`src/rtl/ps2_kbd_rx.sv`:
```
// ps2_kbd_rx - PS/2 keyboard receiver for the Vector-06C keyboard path.
//
// Deframes 11-bit PS/2 frames (start, 8 data LSB-first, odd parity, stop)
// arriving from the IO block. E0/F0 prefix bytes are folded into the
// following scancode so each key event is delivered as a single
// {code, ext, rel} record.
//
// Optional build macro: PS2_RX_FIFO_EN
//   undefined : key_valid is a one-cycle pulse; key_code/key_ext/key_rel hold
//               their last value; key_ack is ignored.
//   defined   : events are queued in a 2**FIFO_DEPTH_LOG2-entry first-word
//               fall-through FIFO; key_valid = not empty, key_ack pops.
//
// Ports:
//   clk_sys       in   system clock
//   reset         in   synchronous active-high reset
//   ps2_kbd_clk   in   PS/2 clock (idles high), asynchronous to clk_sys
//   ps2_kbd_data  in   PS/2 data, asynchronous to clk_sys
//   key_valid     out  event available
//   key_code      out  scancode without prefixes
//   key_ext       out  event was preceded by E0
//   key_rel       out  event was preceded by F0
//   key_ack       in   pop one event (FIFO build only)
//   frame_err     out  one-cycle pulse on start/parity/stop/timeout error
//                      or on an event dropped by a full FIFO
module ps2_kbd_rx #(
  parameter int TIMEOUT         = 1000,
  parameter int FIFO_DEPTH_LOG2 = 2
) (
  input  logic       clk_sys,
  input  logic       reset,
  input  logic       ps2_kbd_clk,
  input  logic       ps2_kbd_data,
  output logic       key_valid,
  output logic [7:0] key_code,
  output logic       key_ext,
  output logic       key_rel,
  input  logic       key_ack,
  output logic       frame_err
);

  localparam int TMO_W = $clog2(TIMEOUT + 1);
  localparam logic [7:0] CODE_E0 = 8'hE0;
  localparam logic [7:0] CODE_F0 = 8'hF0;

  typedef enum logic [1:0] {ST_IDLE, ST_DATA, ST_PARITY, ST_STOP} state_t;

  state_t           state_q, state_d;
  logic             clk_s1_q, clk_s1_d, clk_s2_q, clk_s2_d, clk_prev_q, clk_prev_d;
  logic             dat_s1_q, dat_s1_d, dat_s2_q, dat_s2_d;
  logic [2:0]       bit_cnt_q, bit_cnt_d;
  logic [7:0]       shreg_q, shreg_d;
  logic             par_q, par_d, par_ok_q, par_ok_d;
  logic [TMO_W-1:0] tmo_q, tmo_d;
  logic             byte_vld_q, byte_vld_d, err_q, err_d;
  logic             ext_pend_q, ext_pend_d, rel_pend_q, rel_pend_d;
  logic             frame_err_q, frame_err_d;
  logic             fall, timeout, evt, drop;

  // Synchronisers and frame FSM
  always_comb begin
    clk_s1_d   = ps2_kbd_clk;
    clk_s2_d   = clk_s1_q;
    clk_prev_d = clk_s2_q;
    dat_s1_d   = ps2_kbd_data;
    dat_s2_d   = dat_s1_q;
    fall       = clk_prev_q & ~clk_s2_q;

    state_d    = state_q;
    bit_cnt_d  = bit_cnt_q;
    shreg_d    = shreg_q;
    par_d      = par_q;
    par_ok_d   = par_ok_q;
    byte_vld_d = 1'b0;
    err_d      = 1'b0;

    if (fall || state_q == ST_IDLE) tmo_d = '0;
    else                            tmo_d = tmo_q + TMO_W'(1);
    timeout = (state_q != ST_IDLE) && !fall && (tmo_q == TMO_W'(TIMEOUT - 1));

    case (state_q)
      ST_IDLE: if (fall) begin
        if (!dat_s2_q) begin
          state_d   = ST_DATA;
          bit_cnt_d = '0;
          par_d     = 1'b0;
        end else begin
          err_d = 1'b1;
        end
      end
      ST_DATA: if (fall) begin
        shreg_d   = {dat_s2_q, shreg_q[7:1]};
        par_d     = par_q ^ dat_s2_q;
        bit_cnt_d = bit_cnt_q + 3'd1;
        if (bit_cnt_q == 3'd7) state_d = ST_PARITY;
      end
      ST_PARITY: if (fall) begin
        par_ok_d = par_q ^ dat_s2_q;
        state_d  = ST_STOP;
      end
      ST_STOP: if (fall) begin
        if (dat_s2_q && par_ok_q) byte_vld_d = 1'b1;
        else                      err_d      = 1'b1;
        state_d = ST_IDLE;
      end
      default: state_d = ST_IDLE;
    endcase

    if (timeout) begin
      state_d = ST_IDLE;
      err_d   = 1'b1;
      tmo_d   = '0;
    end
  end

  // Prefix folding; an error (including timeout) discards pending prefixes
  always_comb begin
    evt        = byte_vld_q && (shreg_q != CODE_E0) && (shreg_q != CODE_F0);
    ext_pend_d = ext_pend_q;
    rel_pend_d = rel_pend_q;
    if (err_q) begin
      ext_pend_d = 1'b0;
      rel_pend_d = 1'b0;
    end else if (byte_vld_q) begin
      if (shreg_q == CODE_E0)      ext_pend_d = 1'b1;
      else if (shreg_q == CODE_F0) rel_pend_d = 1'b1;
      else begin
        ext_pend_d = 1'b0;
        rel_pend_d = 1'b0;
      end
    end
    frame_err_d = err_q | drop;
  end

  always_ff @(posedge clk_sys) begin
    if (reset) begin
      clk_s1_q    <= 1'b1;
      clk_s2_q    <= 1'b1;
      clk_prev_q  <= 1'b1;
      dat_s1_q    <= 1'b1;
      dat_s2_q    <= 1'b1;
      state_q     <= ST_IDLE;
      bit_cnt_q   <= '0;
      shreg_q     <= '0;
      par_q       <= 1'b0;
      par_ok_q    <= 1'b0;
      tmo_q       <= '0;
      byte_vld_q  <= 1'b0;
      err_q       <= 1'b0;
      ext_pend_q  <= 1'b0;
      rel_pend_q  <= 1'b0;
      frame_err_q <= 1'b0;
    end else begin
      clk_s1_q    <= clk_s1_d;
      clk_s2_q    <= clk_s2_d;
      clk_prev_q  <= clk_prev_d;
      dat_s1_q    <= dat_s1_d;
      dat_s2_q    <= dat_s2_d;
      state_q     <= state_d;
      bit_cnt_q   <= bit_cnt_d;
      shreg_q     <= shreg_d;
      par_q       <= par_d;
      par_ok_q    <= par_ok_d;
      tmo_q       <= tmo_d;
      byte_vld_q  <= byte_vld_d;
      err_q       <= err_d;
      ext_pend_q  <= ext_pend_d;
      rel_pend_q  <= rel_pend_d;
      frame_err_q <= frame_err_d;
    end
  end

  assign frame_err = frame_err_q;

`ifdef PS2_RX_FIFO_EN
  // Event FIFO, first-word fall-through
  localparam int DEPTH = 1 << FIFO_DEPTH_LOG2;

  logic [9:0]               fifo_mem_q [DEPTH];
  logic [FIFO_DEPTH_LOG2:0] wr_ptr_q, wr_ptr_d, rd_ptr_q, rd_ptr_d;
  logic                     empty, full, push, pop;
  logic [9:0]               head;

  always_comb begin
    empty    = (wr_ptr_q == rd_ptr_q);
    full     = (wr_ptr_q[FIFO_DEPTH_LOG2] != rd_ptr_q[FIFO_DEPTH_LOG2]) &&
               (wr_ptr_q[FIFO_DEPTH_LOG2-1:0] == rd_ptr_q[FIFO_DEPTH_LOG2-1:0]);
    pop      = key_ack && !empty;
    // A pop in the same cycle frees the slot, so a full FIFO can still accept
    push     = evt && (!full || pop);
    drop     = evt && full && !pop;
    wr_ptr_d = wr_ptr_q + {{FIFO_DEPTH_LOG2{1'b0}}, push};
    rd_ptr_d = rd_ptr_q + {{FIFO_DEPTH_LOG2{1'b0}}, pop};
  end

  always_ff @(posedge clk_sys) begin
    if (reset) begin
      wr_ptr_q <= '0;
      rd_ptr_q <= '0;
    end else begin
      wr_ptr_q <= wr_ptr_d;
      rd_ptr_q <= rd_ptr_d;
    end
  end

  always_ff @(posedge clk_sys) begin
    if (push) fifo_mem_q[wr_ptr_q[FIFO_DEPTH_LOG2-1:0]] <= {ext_pend_q, rel_pend_q, shreg_q};
  end

  assign head = fifo_mem_q[rd_ptr_q[FIFO_DEPTH_LOG2-1:0]];

  // Outputs read zero while empty so stale storage never shows after reset
  assign key_valid = !empty;
  assign key_ext   = !empty && head[9];
  assign key_rel   = !empty && head[8];
  assign key_code  = empty ? 8'h00 : head[7:0];
`else
  // Event output register
  localparam int unused_fifo_log2 = FIFO_DEPTH_LOG2;

  logic       ack_unused;
  logic       key_valid_q, key_valid_d, key_ext_q, key_ext_d, key_rel_q, key_rel_d;
  logic [7:0] key_code_q, key_code_d;

  assign ack_unused = key_ack;
  assign drop       = 1'b0;

  always_comb begin
    key_valid_d = evt;
    key_code_d  = key_code_q;
    key_ext_d   = key_ext_q;
    key_rel_d   = key_rel_q;
    if (evt) begin
      key_code_d = shreg_q;
      key_ext_d  = ext_pend_q;
      key_rel_d  = rel_pend_q;
    end
  end

  always_ff @(posedge clk_sys) begin
    if (reset) begin
      key_valid_q <= 1'b0;
      key_code_q  <= '0;
      key_ext_q   <= 1'b0;
      key_rel_q   <= 1'b0;
    end else begin
      key_valid_q <= key_valid_d;
      key_code_q  <= key_code_d;
      key_ext_q   <= key_ext_d;
      key_rel_q   <= key_rel_d;
    end
  end

  assign key_valid = key_valid_q;
  assign key_code  = key_code_q;
  assign key_ext   = key_ext_q;
  assign key_rel   = key_rel_q;
`endif

endmodule
```
`config.mk`:
```
export PLATFORM = sky130hd
export DESIGN_NAME = ps2_kbd_rx
export DESIGN_NICKNAME = d
export VERILOG_FILES = /design/src/rtl/ps2_kbd_rx.sv
export SDC_FILE = /design/constraint.sdc
export NUM_CORES = 1
export LEC_CHECK = 0
export CORE_ASPECT_RATIO = 1.75
export CORE_MARGIN = 4
export CORE_UTILIZATION = 35
export CTS_CLUSTER_SIZE = 16
export DETAILED_ROUTE_END_ITERATION = 16
export PLACE_DENSITY = 0.53
export SLEW_MARGIN = 20
export SYNTH_ARGS = -nofsm -noshare
export SYNTH_HDL_FRONTEND = slang
export SYNTH_SLANG_ARGS = --single-unit
```
`constraint.sdc`:
```
create_clock -name clk_sys -period 1.7 [get_ports clk_sys]
set_input_delay 0.425 -clock clk_sys [delete_from_list [all_inputs] [get_ports clk_sys]]
set_output_delay 0.425 -clock clk_sys [all_outputs]
set_load 0.01 [all_outputs]
```
==> flow_summary.yaml <==
finish:
  final_common_cell: "dfxtp_1"
  finalNetCount: 217
  multi_input_area_sq_um: 848.3
  syn2layout_area_growth_pct: 27.29
  fill_cells: 489
  layout.area.seq_sq_um: 923.4
  fin_util: 0.4554
  final_layout_size_suffix_gt1_frac: 0.2282
  final_cell_mix: "dfxtp_1, nor2_1, buf_4, clkdlybuf4s50_1, a22o_1"
  num_antenna_cells: 0
  postLayoutCellArea_sq_um: 2247
sta:
  fin_crit_sh: 0.9743
  drv_slew: 0
  tightest_slew_ns: 0.7058
  setup_viol: 0
  hold_viol_final: 0
  relSlewSlack: 0.5277
  min_period_ns: 1.656
  finalHoldWorstSlack_ns: 0.4152
  skew_ns: 0.007132
  fmax_ghz: 0.6038
  rsz0062_at_grt: "true"
detailed_routing:
  antenna_left: 0
  vias: 1306
  viasPerCell: 5.023
  wl_per_cell_um: 13.15
  route.detailed.drc: 0
  wirelength_mm: 3.419
  dr.pass1.iters: 4
  drt_iter0_drc: 47
hold_path:
  min_from: "dat_s1_q"
  hold_class: "register to register"
synthesis:
  synth_edf_count: 0
  synth_warnings: 0
  ys_async_sr_fraction: 0
  ys_ff_latch: 46
  yosysSeqAreaShare: 0.5216
  syn_nets: 185
  ys.flop_type: "dfxtp_1"
  synth.cell_area_sq_um: 1765
  syn-mean-instance-area_sq_um: 10.20
  yosysUniqueCellTypes: 37
  syn_inst: 173
floorplan:
  die_area_sq_um: 6289
  die_w_um: 61.69
  die_h_um: 102.0
  core_sq_um: 4935
  io_pins: 17
  start_util: 0.3578
  fp-row-count: 34
power_and_ir_drop:
  switching_share: 0.2086
  peakVddDrop_mv: 0.4856
  pwr-share-clk: 0.371
  p_per_area_nw_per_um2: 810.6
  leakagePower_nw: 0.8624
  switchingPower_w: 0.0003800
  pwr-share-seq: 0.597
  combPwrFrac: 0.032
  internal_power_w: 0.001441
clock_tree:
  clk_pin_slew_ns: 0.08
  cts-root-buf: "clkbuf_8"
  cts_tree: "yes"
  cts_buffers: 5
  cts.sinks: 46
  h-tree-depth: 2
  insertion_delay_ns: 0.29
  ctsLongestPathBuffers: 2
worst_setup_path:
  setup.worst_path.end_class: "register"
  crit_type: "register to register"
  rr_endpoint: "key_code[0]"
  crit_path_top_delay_cell: "or4b_4"
  cp.depth: 5
  r2r_start: "shreg_q[3]"
  worstPathMaxFanout: 8
  ff2ff_path_depth: 5
  setup.worst_path.end: "key_code[0]"
  crit_start: "shreg_q[3]"
  arrival_ns: 1.89
  cp_top_family: "simple AND/OR/NAND/NOR gates"
  reg2reg_slack_ns: 0.04
  path_cells: "or4b_4, o31ai_4, and2b_2, buf_12, a22o_1"
  max_stage_delay_ns: 0.55
  startpoint_type: "register"
  cp.required_ns: 1.94
  crit_buf_inv: 1
placement:
  io_buffers: 15
  globalplace.congestion: 0.7506
  dp_hpwl_mm: 2.599
  place_area_sq_um: 2072
global_route:
  antenna_found_initial: 0
  track_usage: 0.1267
  grt_pass1_vias: 1364
  grt_remaining_overflow: 0
  grt_pass1_wl_mm: 5.982
  grt_start_max_net_pins: 15
flow_run:
  drv_cap: 0
status:
  status: "finished clean"
## cell usage after synthesis (all sizes together) (2+ instances only)
cell / count / area (sq um)
nand4: 2 / 12.51
ha: 7 / 87.58
a311oi: 2 / 17.52
a22o: 10 / 87.58
dfxtp: 46 / 920.9
mux2i: 9 / 90.09
clkbuf: 6 / 22.52
nor2: 25 / 93.84
buf: 2 / 16.26
o211ai: 2 / 15.01
nor3: 7 / 35.03
inv: 5 / 18.77
a21oi: 5 / 25.02
xnor2: 6 / 52.55
nor2b: 2 / 12.51
nor3b: 3 / 32.53
xor2: 3 / 26.28
nand2: 7 / 26.28
or2: 5 / 31.28
nand3: 3 / 15.01
a22oi: 2 / 15.01
## final cells by class
cell class              instances  share of cell area
inverters                       5            0.008352
repair buffers                 33              0.1325
clock buffers                   7             0.03842
clock inverters                 1            0.002227
well taps                      54             0.03007
flip-flops and latches         46              0.4109
multi-input cells             114              0.3775
## worst reg2reg max path: stages (launching register included)
cell	delay, ns
dfxtp_2	0.32
or4b_4	0.55
o31ai_4	0.25
and2b_2	0.24
buf_12	0.13
a22o_1	0.12
## repair_timing
action | CTS | global route
buffers inserted | 1 | 0
hold buffers | 0 | 0
pin swaps | 2 | 10
setup endpoints to repair | 3 | 23
resized for setup | 1 | 14
## registers in the layout, summed over array words and instances, names as in the netlist, 2 cells and up
name,flops
tmo_q,10
key_code,8
shreg_q,8
bit_cnt_q,3
state_q,2
## power by group through the flow
stage / Clock, W / Combinational [W] / Sequential [W]
6_report: 0.000676 / 0.0000578 / 0.00109
5_1_grt: 0.000747 / 0.0000636 / 0.00109
4_1_cts: 0.000703 / 0.0000544 / 0.00109
3_5_place_dp: 0 / 0.0000485 / 0.00111
3_3_place_gp: 0 / 0.0000473 / 0.00111
2_1_floorplan: 0 / 0.0000308 / 0.00111
## kinds of logic (layout without fill, tap and decap cells)
family                   Yosys count  count (layout)  share of synthesized area
multiplexers                       9               9                    0.05103
flip-flops                        46              46                     0.5216
adder cells (fa/ha/maj)            7               7                    0.04961
buffers and inverters             13              46                    0.03260
XOR/XNOR                           9               9                    0.04465
AO/OA/AOI/OAI                     27              27                     0.1205
AND/OR/NAND/NOR                   62              62                     0.1800
## per-layer routing
metal,part of all wire,GRT usage,wire length [um]
met1,0.36,0.1143,1232
met2,0.58,0.2462,2000
met3,0.033,0.03034,112
met5,0,0,0
met4,0.021,0.05882,73
## through the flow
stage               setup slack [ns]  power [W]  cells   TNS, ns
floorplan                    0.03176   0.001142    173         0
global placement             -0.1004   0.001161    251    -1.032
detailed placement           -0.1534   0.001162    251    -1.896
CTS                         -0.01646   0.001846    260  -0.01646
global route                -0.02694   0.001900    260   -0.1060
finish                       0.04375   0.001821    260         0
## worst min-delay path by stage
stage	endpoint	slack, ns	cells after the start
after floorplan	clk_prev_d	0.39	1
after global placement	clk_prev_d	0.39	1
after detailed placement	clk_prev_d	0.40	1
after CTS	clk_prev_d	0.42	1
after global routing	dat_s2_q	0.43	1
final	dat_s2_q	0.42	1
Note: power is estimated with default switching activity, not from simulation.
